$ cat src/rtl/rv32im_dmem_if_if.sv
// Bundle of the execute-stage request, data-bus and writeback/exception
// signals of the RV32IM data-memory interface block. The block itself
// connects through the slave modport. The core/bus side (a testbench or
// wrapper) connects through the master modport.
interface rv32im_dmem_if_if;
  // Execute-stage request
  logic        req_valid_i;
  logic        req_ready_o;
  logic        req_we_i;
  logic [1:0]  req_size_i;
  logic        req_unsigned_i;
  logic [31:0] req_addr_i;
  logic [31:0] req_wdata_i;
  logic [4:0]  req_rd_i;
  // Data bus
  logic        mem_req_o;
  logic        mem_gnt_i;
  logic        mem_we_o;
  logic [31:0] mem_addr_o;
  logic [3:0]  mem_be_o;
  logic [31:0] mem_wdata_o;
  logic        mem_rvalid_i;
  logic [31:0] mem_rdata_i;
  // Writeback / retire / exception
  logic        wb_valid_o;
  logic [4:0]  wb_rd_o;
  logic [31:0] wb_data_o;
  logic        done_o;
  logic        exc_valid_o;
  logic [1:0]  exc_cause_o;
  logic [31:0] exc_addr_o;

  modport slave (
    input  req_valid_i, req_we_i, req_size_i, req_unsigned_i, req_addr_i,
           req_wdata_i, req_rd_i, mem_gnt_i, mem_rvalid_i, mem_rdata_i,
    output req_ready_o, mem_req_o, mem_we_o, mem_addr_o, mem_be_o, mem_wdata_o,
           wb_valid_o, wb_rd_o, wb_data_o, done_o, exc_valid_o, exc_cause_o,
           exc_addr_o
  );

  modport master (
    output req_valid_i, req_we_i, req_size_i, req_unsigned_i, req_addr_i,
           req_wdata_i, req_rd_i, mem_gnt_i, mem_rvalid_i, mem_rdata_i,
    input  req_ready_o, mem_req_o, mem_we_o, mem_addr_o, mem_be_o, mem_wdata_o,
           wb_valid_o, wb_rd_o, wb_data_o, done_o, exc_valid_o, exc_cause_o,
           exc_addr_o
  );
endinterface

$ cat src/rtl/rv32im_dmem_if.sv
// RV32IM load/store unit front end. It accepts one request at a time and
// checks its size and alignment. A legal request is issued as a
// word-aligned bus access with byte lanes. The block waits for the response
// with a timeout, then extends load data and retires the operation in a
// one-cycle DONE state.
module rv32im_dmem_if #(
  parameter int unsigned TIMEOUT_CYCLES = 255
) (
  input  logic           clk_i,
  input  logic           rst_ni,
  rv32im_dmem_if_if.slave bus
);

  typedef enum logic [1:0] {S_IDLE, S_REQ, S_RSP, S_DONE} state_e;

  localparam logic [1:0] CAUSE_MISALIGNED = 2'b01;
  localparam logic [1:0] CAUSE_TIMEOUT    = 2'b10;
  localparam logic [1:0] CAUSE_ILLEGAL    = 2'b11;
  // The counter value at which one more response-less cycle would reach
  // TIMEOUT_CYCLES.
  localparam logic [7:0] TIMEOUT_LAST     = 8'(TIMEOUT_CYCLES - 1);

  state_e      state_q, state_d;
  logic [7:0]  cnt_q, cnt_d;
  logic        exc_q, exc_d;
  logic [1:0]  exc_cause_q, exc_cause_d;
  logic [31:0] exc_addr_q, exc_addr_d;
  logic [31:0] wb_data_q, wb_data_d;
  logic [4:0]  wb_rd_q, wb_rd_d;

  // Request fields captured on acceptance
  logic        we_q, unsigned_q;
  logic [1:0]  size_q;
  logic [31:0] addr_q, wdata_q;
  logic [4:0]  rd_q;
  logic [3:0]  be_q;

  logic        accept;
  logic        chk_fail;
  logic [1:0]  chk_cause;
  logic [3:0]  lane_be;
  logic [31:0] lane_wdata;
  logic [31:0] rsp_shifted;
  logic [31:0] load_data;

  assign accept = bus.req_valid_i && (state_q == S_IDLE);

  // Size/alignment check of the incoming request. Illegal size wins.
  // NOTE: every always_comb output gets a default first so that no path
  // leaves it unassigned, which would otherwise infer a latch.
  always_comb begin
    chk_fail  = 1'b1;
    chk_cause = CAUSE_ILLEGAL;
    case (bus.req_size_i)
      2'b00: chk_fail = 1'b0;
      2'b01: begin
        chk_fail  = bus.req_addr_i[0];
        chk_cause = CAUSE_MISALIGNED;
      end
      2'b10: begin
        chk_fail  = |bus.req_addr_i[1:0];
        chk_cause = CAUSE_MISALIGNED;
      end
      default: ;
    endcase
  end

  // Byte-lane enables and lane-replicated store data for the incoming request
  always_comb begin
    lane_be    = 4'b1111;
    lane_wdata = bus.req_wdata_i;
    case (bus.req_size_i)
      2'b00: begin
        lane_be    = 4'b0001 << bus.req_addr_i[1:0];
        lane_wdata = {4{bus.req_wdata_i[7:0]}};
      end
      2'b01: begin
        lane_be    = 4'b0011 << {bus.req_addr_i[1], 1'b0};
        lane_wdata = {2{bus.req_wdata_i[15:0]}};
      end
      default: ;
    endcase
  end

  // Select and extend the addressed byte or half of the response word
  always_comb begin
    rsp_shifted = bus.mem_rdata_i >> {addr_q[1:0], 3'b000};
    load_data   = bus.mem_rdata_i;
    case (size_q)
      2'b00: load_data = unsigned_q ? {24'h0, rsp_shifted[7:0]}
                                    : {{24{rsp_shifted[7]}}, rsp_shifted[7:0]};
      2'b01: load_data = unsigned_q ? {16'h0, rsp_shifted[15:0]}
                                    : {{16{rsp_shifted[15]}}, rsp_shifted[15:0]};
      default: ;
    endcase
  end

  // Next-state logic: transaction sequencing, timeout, result capture
  always_comb begin
    state_d     = state_q;
    cnt_d       = cnt_q;
    exc_d       = exc_q;
    exc_cause_d = exc_cause_q;
    exc_addr_d  = exc_addr_q;
    wb_data_d   = wb_data_q;
    wb_rd_d     = wb_rd_q;
    case (state_q)
      S_IDLE: begin
        if (bus.req_valid_i) begin
          exc_d = chk_fail;
          if (chk_fail) begin
            state_d     = S_DONE;
            exc_cause_d = chk_cause;
            exc_addr_d  = bus.req_addr_i;
          end else begin
            state_d = S_REQ;
          end
        end
      end
      S_REQ: begin
        if (bus.mem_gnt_i) begin
          state_d = S_RSP;
          cnt_d   = 8'd0;
        end
      end
      S_RSP: begin
        // A response in the final allowed cycle still beats the timeout.
        if (bus.mem_rvalid_i) begin
          state_d = S_DONE;
          if (!we_q) begin
            wb_data_d = load_data;
            wb_rd_d   = rd_q;
          end
        end else if (cnt_q == TIMEOUT_LAST) begin
          state_d     = S_DONE;
          exc_d       = 1'b1;
          exc_cause_d = CAUSE_TIMEOUT;
          exc_addr_d  = addr_q;
        end else begin
          cnt_d = cnt_q + 8'd1;
        end
      end
      S_DONE:  state_d = S_IDLE;
      default: state_d = S_IDLE;
    endcase
  end

  // State and datapath registers with synchronous reset
  // NOTE: sequential state uses non-blocking assignments so that every
  // register samples pre-edge values regardless of statement order.
  always_ff @(posedge clk_i) begin
    if (!rst_ni) begin
      state_q     <= S_IDLE;
      cnt_q       <= '0;
      exc_q       <= 1'b0;
      exc_cause_q <= '0;
      exc_addr_q  <= '0;
      wb_data_q   <= '0;
      wb_rd_q     <= '0;
      we_q        <= 1'b0;
      unsigned_q  <= 1'b0;
      size_q      <= '0;
      addr_q      <= '0;
      wdata_q     <= '0;
      rd_q        <= '0;
      be_q        <= '0;
    end else begin
      state_q     <= state_d;
      cnt_q       <= cnt_d;
      exc_q       <= exc_d;
      exc_cause_q <= exc_cause_d;
      exc_addr_q  <= exc_addr_d;
      wb_data_q   <= wb_data_d;
      wb_rd_q     <= wb_rd_d;
      if (accept) begin
        we_q       <= bus.req_we_i;
        unsigned_q <= bus.req_unsigned_i;
        size_q     <= bus.req_size_i;
        addr_q     <= bus.req_addr_i;
        wdata_q    <= lane_wdata;
        rd_q       <= bus.req_rd_i;
        be_q       <= lane_be;
      end
    end
  end

  // Bus fields come straight from registers, so they stay stable while the
  // grant is withheld.
  assign bus.req_ready_o = (state_q == S_IDLE);
  assign bus.mem_req_o   = (state_q == S_REQ);
  assign bus.mem_we_o    = we_q;
  assign bus.mem_addr_o  = {addr_q[31:2], 2'b00};
  assign bus.mem_be_o    = be_q;
  assign bus.mem_wdata_o = wdata_q;
  assign bus.done_o      = (state_q == S_DONE);
  assign bus.exc_valid_o = (state_q == S_DONE) && exc_q;
  assign bus.exc_cause_o = exc_cause_q;
  assign bus.exc_addr_o  = exc_addr_q;
  assign bus.wb_valid_o  = (state_q == S_DONE) && !exc_q && !we_q && (rd_q != 5'd0);
  assign bus.wb_rd_o     = wb_rd_q;
  assign bus.wb_data_o   = wb_data_q;

endmodule

$ cat src/flat_wrapper.sv
// flat-port wrapper written by rule: the top's interface ports become plain ports
module rv32im_dmem_if_flat 
#(
  parameter int unsigned TIMEOUT_CYCLES = 255
)
  (clk_i, rst_ni, bus_req_valid_i, bus_req_we_i, bus_req_size_i, bus_req_unsigned_i, bus_req_addr_i, bus_req_wdata_i, bus_req_rd_i, bus_mem_gnt_i, bus_mem_rvalid_i, bus_mem_rdata_i, bus_req_ready_o, bus_mem_req_o, bus_mem_we_o, bus_mem_addr_o, bus_mem_be_o, bus_mem_wdata_o, bus_wb_valid_o, bus_wb_rd_o, bus_wb_data_o, bus_done_o, bus_exc_valid_o, bus_exc_cause_o, bus_exc_addr_o);
  rv32im_dmem_if_if bus_i ();
  input  logic clk_i;
  input  logic rst_ni;
  input wire logic [$bits(bus_i.req_valid_i)-1:0] bus_req_valid_i;
  input wire logic [$bits(bus_i.req_we_i)-1:0] bus_req_we_i;
  input wire logic [$bits(bus_i.req_size_i)-1:0] bus_req_size_i;
  input wire logic [$bits(bus_i.req_unsigned_i)-1:0] bus_req_unsigned_i;
  input wire logic [$bits(bus_i.req_addr_i)-1:0] bus_req_addr_i;
  input wire logic [$bits(bus_i.req_wdata_i)-1:0] bus_req_wdata_i;
  input wire logic [$bits(bus_i.req_rd_i)-1:0] bus_req_rd_i;
  input wire logic [$bits(bus_i.mem_gnt_i)-1:0] bus_mem_gnt_i;
  input wire logic [$bits(bus_i.mem_rvalid_i)-1:0] bus_mem_rvalid_i;
  input wire logic [$bits(bus_i.mem_rdata_i)-1:0] bus_mem_rdata_i;
  output wire logic [$bits(bus_i.req_ready_o)-1:0] bus_req_ready_o;
  output wire logic [$bits(bus_i.mem_req_o)-1:0] bus_mem_req_o;
  output wire logic [$bits(bus_i.mem_we_o)-1:0] bus_mem_we_o;
  output wire logic [$bits(bus_i.mem_addr_o)-1:0] bus_mem_addr_o;
  output wire logic [$bits(bus_i.mem_be_o)-1:0] bus_mem_be_o;
  output wire logic [$bits(bus_i.mem_wdata_o)-1:0] bus_mem_wdata_o;
  output wire logic [$bits(bus_i.wb_valid_o)-1:0] bus_wb_valid_o;
  output wire logic [$bits(bus_i.wb_rd_o)-1:0] bus_wb_rd_o;
  output wire logic [$bits(bus_i.wb_data_o)-1:0] bus_wb_data_o;
  output wire logic [$bits(bus_i.done_o)-1:0] bus_done_o;
  output wire logic [$bits(bus_i.exc_valid_o)-1:0] bus_exc_valid_o;
  output wire logic [$bits(bus_i.exc_cause_o)-1:0] bus_exc_cause_o;
  output wire logic [$bits(bus_i.exc_addr_o)-1:0] bus_exc_addr_o;
  assign bus_i.req_valid_i = bus_req_valid_i;
  assign bus_i.req_we_i = bus_req_we_i;
  assign bus_i.req_size_i = bus_req_size_i;
  assign bus_i.req_unsigned_i = bus_req_unsigned_i;
  assign bus_i.req_addr_i = bus_req_addr_i;
  assign bus_i.req_wdata_i = bus_req_wdata_i;
  assign bus_i.req_rd_i = bus_req_rd_i;
  assign bus_i.mem_gnt_i = bus_mem_gnt_i;
  assign bus_i.mem_rvalid_i = bus_mem_rvalid_i;
  assign bus_i.mem_rdata_i = bus_mem_rdata_i;
  assign bus_req_ready_o = bus_i.req_ready_o;
  assign bus_mem_req_o = bus_i.mem_req_o;
  assign bus_mem_we_o = bus_i.mem_we_o;
  assign bus_mem_addr_o = bus_i.mem_addr_o;
  assign bus_mem_be_o = bus_i.mem_be_o;
  assign bus_mem_wdata_o = bus_i.mem_wdata_o;
  assign bus_wb_valid_o = bus_i.wb_valid_o;
  assign bus_wb_rd_o = bus_i.wb_rd_o;
  assign bus_wb_data_o = bus_i.wb_data_o;
  assign bus_done_o = bus_i.done_o;
  assign bus_exc_valid_o = bus_i.exc_valid_o;
  assign bus_exc_cause_o = bus_i.exc_cause_o;
  assign bus_exc_addr_o = bus_i.exc_addr_o;
  rv32im_dmem_if #(.TIMEOUT_CYCLES(TIMEOUT_CYCLES)) u_core (.clk_i(clk_i), .rst_ni(rst_ni), .bus(bus_i));
endmodule
$ cat config.mk
export PLATFORM = sky130hd
export DESIGN_NAME = rv32im_dmem_if_flat
export DESIGN_NICKNAME = d
export VERILOG_FILES = /design/src/rtl/rv32im_dmem_if_if.sv /design/src/rtl/rv32im_dmem_if.sv /design/src/flat_wrapper.sv
export SDC_FILE = /design/constraint.sdc
export NUM_CORES = 1
export LEC_CHECK = 0
export CAP_MARGIN = 20
export CORE_UTILIZATION = 38
export CTS_BUF_LIST = sky130_fd_sc_hd__clkbuf_2 sky130_fd_sc_hd__clkbuf_4 sky130_fd_sc_hd__clkbuf_8
export DETAILED_ROUTE_END_ITERATION = 10
export PLACE_DENSITY = 0.78
export SETUP_SLACK_MARGIN = 0.4
export SYNTH_ARGS = -nofsm -noshare
export SYNTH_HDL_FRONTEND = slang
export SYNTH_SLANG_ARGS = --single-unit
$ cat constraint.sdc
create_clock -name clk_i -period 1.99 [get_ports clk_i]
set_input_delay 0.398 -clock clk_i [delete_from_list [all_inputs] [get_ports clk_i]]
set_output_delay 0.398 -clock clk_i [all_outputs]
set_load 0.01 [all_outputs]
---- After elaboration in Yosys (flattened, before gate mapping) ----
Cells that the tools add are included.
storage, ports and cells
  flip-flop bits (word level) ............. 159
  word-level logic and storage cells ...... 84
cells by class
  add/subtract/negate cells ............... 1
  equality and inequality tests ........... 14
  shift-type cells ........................ 3
  muxes and demuxes ....................... 31
  bitwise logic cells ..................... 1
  reduce and logical (&&, ||, !) cells .... 20
operators with widths
  kind                                                               number
  32-bit two-way mux                                                 6
  32-bit case mux with 2 select lines                                3
  32-bit by 5-bit right shift with 16-bit output                     1
  8-bit two-way mux                                                  3
  2-bit two-way mux                                                  10
  8-bit case mux with 2 select lines                                 1
  8-bit by 1-bit adder with 8-bit output, second input constant      1
  8-bit == test, second input constant                               1
  2-bit != test, second input constant                               4
  2-bit case mux with 4 select lines                                 1
  4-bit case mux with 2 select lines                                 1
  4-bit AND reduction                                                2
  2-bit by 1-bit == test with 1-bit output, second input constant    3
  2-bit == test, second input constant                               3
  2-bit zero test                                                    3
  3-bit AND reduction                                                2
  1-bit logical AND                                                  5
  5-bit AND reduction                                                1
  5-bit nonzero test                                                 1
  2-bit by 1-bit != test with 1-bit output, second input constant    2
  2-bit case mux with 2 select lines                                 1
  2-bit nonzero test                                                 2
  2-bit OR reduction                                                 2
  1-bit by 2-bit << shifter with 4-bit output, first input constant  1
  7 further kinds                                                    10

---- Logic depth before layout (Yosys ltp) ----
Gate-level depths: netlist of the first run.
  depth after elaboration ................. 6
  depth in mapped cells ................... 8
  gate-level depth less buffers ........... 6

---- Least setup slack after synthesis of the first run ----
Ideal clock, no wire load.
  path type ............................... flip-flop to flip-flop
  start point ............................. register u_core.state_q[0]
  end point ............................... register u_core.exc_addr_q[22] (netlist: u_core.bus.exc_addr_o[22])
  arrival time ............................ 1,792 ps
  path slack .............................. 139 ps
  stages on the path, launching flop included .. 9
  path through ............................ dfxtp_1 -> inv_1 -> ha_1 -> or2_2 -> nand3_1 -> nand2b_1 -> clkbuf_1 -> buf_2 -> o221a_2
between the ends
  cells in the longest elaborated chain, start to end .. 3
  elaborated cells between the ends (all ways) .. 9
  those cells by class .................... eq/ne: 5; mux: 1; reduce/logical: 3
ends and longest elaborated chain
  what                                                                                     line                   source
  from (decl)                                                                              rv32im_dmem_if.sv:23   state_e state_q, state_d;
  from (signal assigned)                                                                   rv32im_dmem_if.sv:168  state_q <= state_d;
  2-bit zero test *                                                                        n/a
  via bus_req_ready_o                                                                      flat_wrapper.sv:20     output wire logic [$bits(bus_i.req_ready_o)-1:0] bus_req_ready_o;
  2-bit by 1-bit != test with 1-bit output (no source line), or another cell as far along  n/a
  5-bit AND reduction (no source line)                                                     n/a
  to (signal assigned)                                                                     rv32im_dmem_if.sv:172  exc_addr_q <= exc_addr_d;
  to (decl)                                                                                rv32im_dmem_if.sv:27   logic [31:0] exc_addr_q, exc_addr_d;
Mark *: on every way through the listed nets, which the timed path passes. The rest lies on a longest branch.
A chain may end at the register's enable or synchronous reset.

---- Final worst setup path of the first run ----
  start point ............................. register u_core.rd_q[2]
  end point ............................... output port bus_wb_valid_o
between the ends
  cells in the longest elaborated chain, start to end .. 2
ends and longest elaborated chain
  what                    line                   source
  from (decl)             rv32im_dmem_if.sv:35   logic [4:0] rd_q;
  from (signal assigned)  rv32im_dmem_if.sv:181  rd_q <= bus.req_rd_i;
  5-bit nonzero test      rv32im_dmem_if.sv:199  assign bus.wb_valid_o = (state_q == S_DONE) && !exc_q && !we_q && (rd_q != 5'd0);
  1-bit logical AND       rv32im_dmem_if.sv:199
  to (decl)               flat_wrapper.sv:26     output wire logic [$bits(bus_i.wb_valid_o)-1:0] bus_wb_valid_o;
No other way between the ends.

==> results of run 1 <==
[routing by layer]
layer / up-vias / track usage, % / part of all wire [%]
li1: 3534 / - / -
met1: 3634 / 31.8 / 40
met2: 344 / 42.4 / 48
met3: 62 / 6.99 / 8.3
met4: 2 / 10.4 / 3.6
met5: - / 0 / 0.048
[cell usage after synthesis, types with 9 or more instances]
master / n / area [sq um]
nand2_1: 173 / 649
dfxtp_1: 159 / 3180
a21oi_1: 120 / 601
o21ai_0: 61 / 305
clkbuf_1: 53 / 199
mux2i_1: 43 / 430
buf_4: 32 / 240
o221a_2: 32 / 360
nor2_1: 19 / 71.3
nand2b_1: 13 / 81.3
buf_2: 12 / 60.1
a21oi_2: 10 / 87.6
ha_1: 10 / 125
a2bb2oi_1: 9 / 78.8
inv_1: 9 / 33.8
[final timing paths]
check / startpoint / to / slack [ps] / cells after the start
min reg2reg: u_core.bus.wb_data_o[6] / u_core.bus.wb_data_o[6] / 460 / 2
min: bus_req_size_i[0] / u_core.size_q[0] / 450 / 3
max reg2reg: u_core.state_q[1] / u_core.cnt_q[1] / 160 / 7
max: u_core.rd_q[2] / bus_wb_valid_o / -20 / 4
[area by class of cell]
cell class	instances	share of cell area, %
Sequential cell	159	26.8
Clock buffer	17	1.96
Timing Repair Buffer	352	30.9
Multi-Input combinational cell	576	35.6
Tap cell	229	2.40
Clock inverter	15	1.93
Inverter	10	0.356
Antenna cell	2	0.0419
[worst max-delay path, delay by kind of cell (launching register included)]
kind / cells / cell delay, ps
and+or+nand+nor: 3 / 690
DFF: 1 / 330
buffers and inverters: 1 / 160
[state kept, by name (all words and copies together), names as in the netlist, 2 cells and up]
register and count:
u_core.size_q 2, u_core.addr_q 32, u_core.bus.mem_be_o 4, u_core.bus.exc_cause_o 2, u_core.bus.wb_data_o 32, u_core.bus.mem_wdata_o 32
u_core.state_q 2, u_core.cnt_q 8, u_core.rd_q 5, u_core.bus.exc_addr_o 32, u_core.bus.wb_rd_o 5
[cells by family after synthesis]
| family | after synthesis | share of synthesized area, % |
|---|---|---|
| other | 1 | 0.0521 |
| AND/OR/NAND/NOR | 232 | 13.7 |
| multiplexers | 44 | 6.30 |
| adder cells (fa/ha/maj) | 10 | 1.74 |
| AO/OA/AOI/OAI | 286 | 26.1 |
| flip-flops | 159 | 44.3 |
| XOR/XNOR | 1 | 0.122 |
| buffers and inverters | 111 | 7.78 |
[where the power goes]
part / total (mW) / internal, mW / switching [mW] / leakage (nW)
Sequential: 4.49 / 3.93 / 0.561 / 1.31
Clock: 2.85 / 1.52 / 1.33 / 0.230
Combinational: 7.84 / 4.05 / 3.79 / 3.63
[timing repair]
action,in CTS,in global routing
gates cloned,7,11
resized for setup,280,75
pin swaps,32,31
setup endpoints to repair,245,139
setup buffers,20,12
[stage by stage]
stage / power [mW] / worst slack, ps / TNS, ps
after CTS: 14.2 / -57.4 / -57.4
after global routing: 15.9 / -76.2 / -76.2
after floorplan: 7.65 / 403 / 0
final: 15.2 / -17.4 / -17.4
after detailed placement: 10.2 / -254 / -12410
after global placement: 10.1 / -182 / -8790
==> impl_metrics.ini, run 1 <==
[power_and_ir_drop]
vdd_drop_max_v = 0.000625
p_leak_nw = 5.17
power_density_nw_per_um2 = 1270

[finish]
multiInputGateArea_sq_um = 4260
layout_commonest_cell = nand2_1
regArea_sq_um = 3210
nFillCells = 1449
fin_nets = 1236
instances_no_fill = 1360
final_util_pct = 65.4
final_cell_mix = 161 x nand2_1, 149 x dfxtp_1, 137 x dlygate4sd2_1
syn_to_final_growth_pct = 66.1
layout-drive-gt1-share_pct = 25.2
final_area_sq_um = 11900

[detailed_routing]
via_count = 7576
drc = 0
drt-initial-drc-count = 453
routedWlPerCell_um = 19.9
first_pass_iters = 5
ant_nets = 0
routed_wirelength_um = 27100
via_per_inst = 5.57

[synth]
synth_flop_cell = dfxtp_1
synth_cells = 844
async_flop_share_pct = 0
ys_ff_latch = 159
syn-cell-area_sq_um = 7190
ys_seq_area_share_pct = 44.3
ys.warnings.count = 0
avgSynthCellArea_sq_um = 8.52
synthDistinctLibCells = 48
synth_edf_count = 0

[sta]
fmax_mhz = 498
hold_viol = 0
setup_ws_ps = -17.4
tightest_slew_ps = 512
period_share_pct = 101
fin_skew_ps = 10.9
rsz0062_at_grt = yes
slew_headroom_pct = 65.8
fin_crit_ps = 2010
slew_violations = 0
setup_viol = 1
hold_slack_ps = 445

[critical_path]
critical_path_arrival_ps = 1610
worst-path-max-fanout = 2
start_kind = flop
worst_path_max_delay_cell = or4_4
critPathMaxStageDelay_ps = 540
worstSetupEndpointType = output port
crit_path_cell_trace = or4_4 -> nor2_4 -> nor4b_2 -> buf_4
crit_required_ps = 1590
path_class = reg -> out

[status]
violations = negative setup slack
outcome = complete, but fails checks

[place]
dpl.cell_count = 1276
hpwlAfterDp_um = 16600
portBuffers = 252
placed_area_sq_um = 10100
gp_congestion = 0.821

[clock_tree]
cts_inserted_buffers = 17
clkSlewWorstSetupHoldPaths_ps = 80
root_buffer = clkbuf_8
clockBufferDepth = 2
clk_latency_ps = 450
cts_tree = done
hold_buffers = 0
htreeDepth = 4
cts.sinks = 159

[global_routing]
gr-total-overflow = 0
grt_max_degree = 85
grt_pass1_vias = 7280
grt_util_all_layers_pct = 25.8
grt_pass1_wl_um = 39600
antenna_found_initial = 2

[floorplanning]
io_pins = 255
die_y_um = 140
core_area_sq_um = 18300
chipWidth_um = 140
fp.dieArea_sq_um = 19500
initial_core_util_pct = 39.4
rows = 49

[job]
drv_cap = 0

[worst_hold_path]
hold_path.class = in -> reg
No activity file was read; power rests on OpenSTA's default activity.
==> run 2: changes to the inputs <==
- ABC_AREA: unset -> 1
- CORE_UTILIZATION: 38 -> 48
- PLACE_DENSITY: 0.78 -> 0.92
==> impl_metrics.ini, run 2 <==
[status]
outcome = completed

[job]
drv_cap = 0

[synth]
avgSynthCellArea_sq_um = 6.82
ys.warnings.count = 0
synth_flop_cell = dfxtp_1
netlist_top_cells_area = dfxtp_1 40%, nand2_1 11%, nor2_1 9.8%
synthDistinctLibCells = 36
synth_cells = 1154
synth_common_cells = 226 x nand2_1, 206 x nor2_1, 159 x dfxtp_1
synth.top_cell.area_share_pct = 40.4
ys_ff_latch = 159
synth_edf_count = 0
async_flop_share_pct = 0
yosysMostFrequentCell = nand2_1
yosysTopAreaCell = dfxtp_1
ys_seq_area_share_pct = 40.4
syn-cell-area_sq_um = 7880

[sta]
slew_violations = 0
hold_viol = 0
setup_ws_ps = 143
setup_viol = 0
slew_headroom_pct = 28.2
tightest_slew_ps = 1070
fmax_mhz = 541
period_share_pct = 92.8
fin_crit_ps = 1850
fin_skew_ps = 9.55
rsz0062_at_grt = yes

[critical_path]
worstSetupEndpointType = flop
crit_required_ps = 2320
cp-startpoint = u_core.state_q[0]
r2r_slack_ps = 140
r2r-start = u_core.state_q[0]
start_kind = flop
critical_path_arrival_ps = 2180
r2r.worst_path.cells = 9
r2r_end = u_core.bus.mem_we_o
path_class = reg -> reg
worst-path-max-fanout = 15

[power_and_ir_drop]
p_leak_nw = 5.84
power_density_nw_per_um2 = 1410
vdd_drop_max_v = 0.000881

[floorplanning]
rows = 46
fp.dieArea_sq_um = 16900
io_pins = 255
initial_core_util_pct = 49.4
die_y_um = 130
chipWidth_um = 130
core_area_sq_um = 15900

[detailed_routing]
drc = 0
via_per_inst = 5.74
routedWlPerCell_um = 19.8
via_count = 9527
drt-initial-drc-count = 1280
ant_nets = 0
first_pass_iters = 7
routed_wirelength_um = 32900

[finish]
layout-drive-gt1-share_pct = 23.6
nFillCells = 997
multiInputGateArea_sq_um = 4510
layout_commonest_cell = nor2_1
regArea_sq_um = 3210
syn_to_final_growth_pct = 59.6
fin_nets = 1551
diodes = 0
final_area_sq_um = 12600
final_cell_mix = 178 x nor2_1, 173 x nand2_1, 145 x dfxtp_1

[worst_hold_path]
min_to = u_core.bus.exc_cause_o[0]
whs_path_depth = 2
min_from = u_core.bus.exc_cause_o[0]
hold_path.class = reg -> reg

[place]
place_ws_ps = -434
placed_area_sq_um = 10600
gp_congestion = 0.933
hpwlAfterDp_um = 17700
portBuffers = 252

[clock_tree]
clkSlewWorstSetupHoldPaths_ps = 90
clk_latency_ps = 460
clockBufferDepth = 2
root_buffer = clkbuf_8
cts_tree = done
htreeDepth = 4
cts_inserted_buffers = 17
cts.sinks = 159
hold_buffers = 0

[global_routing]
grt_max_degree = 133
grt_util_all_layers_pct = 31.5
grt_pass1_wl_um = 41100
antenna_found_initial = 0
grt_pass1_vias = 8168
gr-total-overflow = 0
-- run 2: cell types whose count changed after synthesis, moves of 29 or more --
cell,change
nand2_1,+53
nand3_1,+29
inv_1,+110
o21ai_0,+76
nor2_1,+187
o221a_2,-30
-- run 2: worst max-delay path by stage --
stage                                end  slack (ps)
3_3_place_gp   u_core.bus.exc_addr_o[14]        -340
4_1_cts                   bus_wb_valid_o         150
6_report             u_core.bus.mem_we_o         140
5_1_grt        u_core.bus.exc_addr_o[14]         100
3_5_place_dp    u_core.bus.exc_addr_o[5]        -430
2_1_floorplan  u_core.bus.exc_addr_o[22]         410
-- run 2: kinds of logic after synthesis --
family / Yosys count / synth area share (%)
buffers and inverters: 222 / 12.7
multiplexers: 30 / 3.81
AND/OR/NAND/NOR: 485 / 24.8
XOR/XNOR: 1 / 0.111
other: 1 / 0.0476
adder cells (fa/ha/maj): 10 / 1.59
flip-flops: 159 / 40.4
AO/OA/AOI/OAI: 246 / 16.4
-- run 2: through the flow --
stage	power (mW)	hold slack, ps	setup TNS (ps)	util [%]	std cells
2_1_floorplan	8.99	472	0	-	1155
3_3_place_gp	11.8	453	-11940	66.4	1569
3_5_place_dp	12.1	467	-15530	66.4	1569
4_1_cts	15.3	479	0	71.3	1625
5_1_grt	18.5	489	0	78.8	1660
6_report	17.7	480	0	78.8	1660
-- run 2: critical path: stages, from the launching register on --
cell and delay, ps:
dfxtp_4 380, inv_6 80, ha_4 210, buf_6 120
buf_6 100, nand2_8 100, buf_12 160, clkbuf_16 190
o21ai_0 280, a21oi_1 100
-- run 2: cell type report --
class | instances | share of cell area, %
timing repair buffer | 349 | 28.8
tap | 216 | 2.15
timing repair inverter | 3 | 0.229
clock buffer | 19 | 2.03
clock inverter | 13 | 1.21
sequential | 159 | 25.5
inverter | 125 | 4.10
multi-input combinational | 776 | 35.9
-- run 2: layer usage --
metal / GRT usage (%) / vias up / share of wire, %
li1: - / 4190 / -
met4: 18.4 / 0 / 6.7
met3: 6.19 / 238 / 9.6
met2: 53.5 / 732 / 48
met5: 0 / - / 0
met1: 36.9 / 4367 / 35
-- run 2: what timing repair did --
| action | 4_1_cts | 5_1_grt |
|---|---|---|
| cloned | 8 | 10 |
| setup endpoints to repair | 254 | 105 |
| endpoints found under the hold margin | 0 | 0 |
| pin swaps | 35 | 73 |
| gates resized for setup | 235 | 252 |
| buffers inserted | 16 | 25 |
-- run 2: report_power, final --
part	total (mW)	switching, mW	internal, mW
Combinational	10.3	5.76	4.57
Clock	2.52	1.33	1.19
Sequential	4.85	0.671	4.18
==> run 3: changes to the inputs <==
- CORE_UTILIZATION: 48 -> 35
- PLACE_DENSITY: 0.92 -> 0.73
==> impl_metrics.ini, run 3 (synthesized netlist as in run 2, its figures left out) <==
[clock_tree]
clockBufferDepth = 2
clkSlewWorstSetupHoldPaths_ps = 90
cts_inserted_buffers = 17
htreeDepth = 4
root_buffer = clkbuf_8
cts.sinks = 159
clk_latency_ps = 450
cts_tree = done

[place]
placed_area_sq_um = 10600
gp_congestion = 0.867
dpl.cell_count = 1624
hpwlAfterDp_um = 17500
portBuffers = 252
place_ws_ps = -136

[worst_hold_path]
min_to = u_core.bus.mem_wdata_o[4]
whs_path_depth = 2
hold_path.class = reg -> reg
min_from = u_core.bus.mem_wdata_o[4]

[critical_path]
path_class = reg -> reg
worst-path-max-fanout = 8
r2r-start = u_core.state_q[0]
worstSetupEndpointType = flop
r2r.worst_path.cells = 13
critical_path_arrival_ps = 2150
r2r_slack_ps = 180
r2r_end = u_core.bus.exc_addr_o[16]
crit_required_ps = 2330
start_kind = flop

[sta]
hold_viol = 0
slew_headroom_pct = 36.6
setup_viol = 0
period_share_pct = 91.0
rsz0062_at_grt = yes
fin_crit_ps = 1810
tightest_slew_ps = 945
fin_skew_ps = 18.7
fmax_mhz = 552
hold_slack_ps = 487
fin_tns_setup_ps = 0
setup_ws_ps = 180
slew_violations = 0

[finish]
layout-drive-gt1-share_pct = 17.6
multiInputGateArea_sq_um = 4140
final_util_pct = 55.1
instances_no_fill = 1708
nFillCells = 2052
fin_nets = 1537
final_cell_mix = 196 x nor2_1, 175 x nand2_1, 148 x dfxtp_1
layout_commonest_cell = nor2_1
regArea_sq_um = 3200
final_area_sq_um = 12100
syn_to_final_growth_pct = 53.6

[global_routing]
gr-total-overflow = 0
grt_pass1_vias = 7663
antenna_found_initial = 1
grt_pass1_wl_um = 41100
grt_util_all_layers_pct = 22.4
grt_max_degree = 133

[status]
violations = design-rule violations
outcome = complete, but fails checks

[detailed_routing]
routed_wirelength_um = 28100
drt-initial-drc-count = 635
drc = 36
via_per_inst = 4.95
ant_nets = 0
first_pass_iters = 8
via_count = 8451
routedWlPerCell_um = 16.5

[floorplanning]
chipWidth_um = 152
rows = 54
core_area_sq_um = 22000
fp.dieArea_sq_um = 23100
io_pins = 255
initial_core_util_pct = 35.9
die_y_um = 152

[power_and_ir_drop]
vdd_drop_max_v = 0.000744
power_density_nw_per_um2 = 1350
p_leak_nw = 5.76
power.total_mw = 16.3

[job]
drv_cap = 0
==> run 3: changes by cell type in the layout (fill, tap and decap cells not counted), sizes merged, moves of 2 or more <==
cell,delta
buf,-13
clkbuf,+3
inv,-5
clkinv,-2
==> run 3: report_power, final <==
part / leakage [nW] / internal (mW) / switching, mW
Combinational: 4.28 / 4.31 / 4.96
Clock: 0.170 / 1.03 / 1.25
Sequential: 1.31 / 4.17 / 0.617
==> run 3: cell type report <==
class,instances,share of cell area [%]
inverters,125,4.12
diodes,1,0.0207
repair buffers,339,29.3
flip-flops and latches,159,26.5
multi-input cells,775,34.2
clock inverters,9,0.724
clock buffers,20,2.17
well taps,280,2.90
==> run 3: repair_timing <==
item / in CTS / in global routing
hold buffers: 0 / 0
setup endpoints to repair: 251 / 136
setup buffers: 18 / 20
pin swaps: 10 / 37
gates cloned: 5 / 11
gates resized for setup: 212 / 135
==> run 3: worst max-delay path: stages (launching register included) <==
cell and delay, ps:
dfxtp_4 360, inv_4 50, ha_4 180, nand2_4 70, o21ai_2 50, nor2_2 120, buf_4 140, nand2_4 60
nor2_4 160, buf_6 150, buf_12 170, nand2_2 60, nand2_1 60, nor2_1 60
==> run 3: worst max path at each step <==
stage	startpoint	to	slack, ps	cells past startpoint
2_1_floorplan	bus_req_size_i[1]	u_core.bus.exc_addr_o[22]	410	10
3_3_place_gp	bus_req_size_i[0]	u_core.bus.exc_addr_o[20]	-90	11
3_5_place_dp	bus_req_size_i[0]	u_core.bus.exc_addr_o[25]	-140	11
4_1_cts	u_core.rd_q[4]	bus_wb_valid_o	190	5
5_1_grt	u_core.state_q[0]	u_core.bus.exc_addr_o[16]	90	13
6_report	u_core.state_q[0]	u_core.bus.exc_addr_o[16]	180	13
==> run 3: per-layer routing <==
| metal | part of all wire, % | GRT usage, % | vias up |
|---|---|---|---|
| li1 | - | - | 4157 |
| met1 | 43 | 28.5 | 3898 |
| met2 | 48 | 37.3 | 326 |
| met3 | 6.1 | 4.39 | 70 |
| met4 | 3.7 | 8.60 | 0 |
| met5 | 0 | 0 | - |
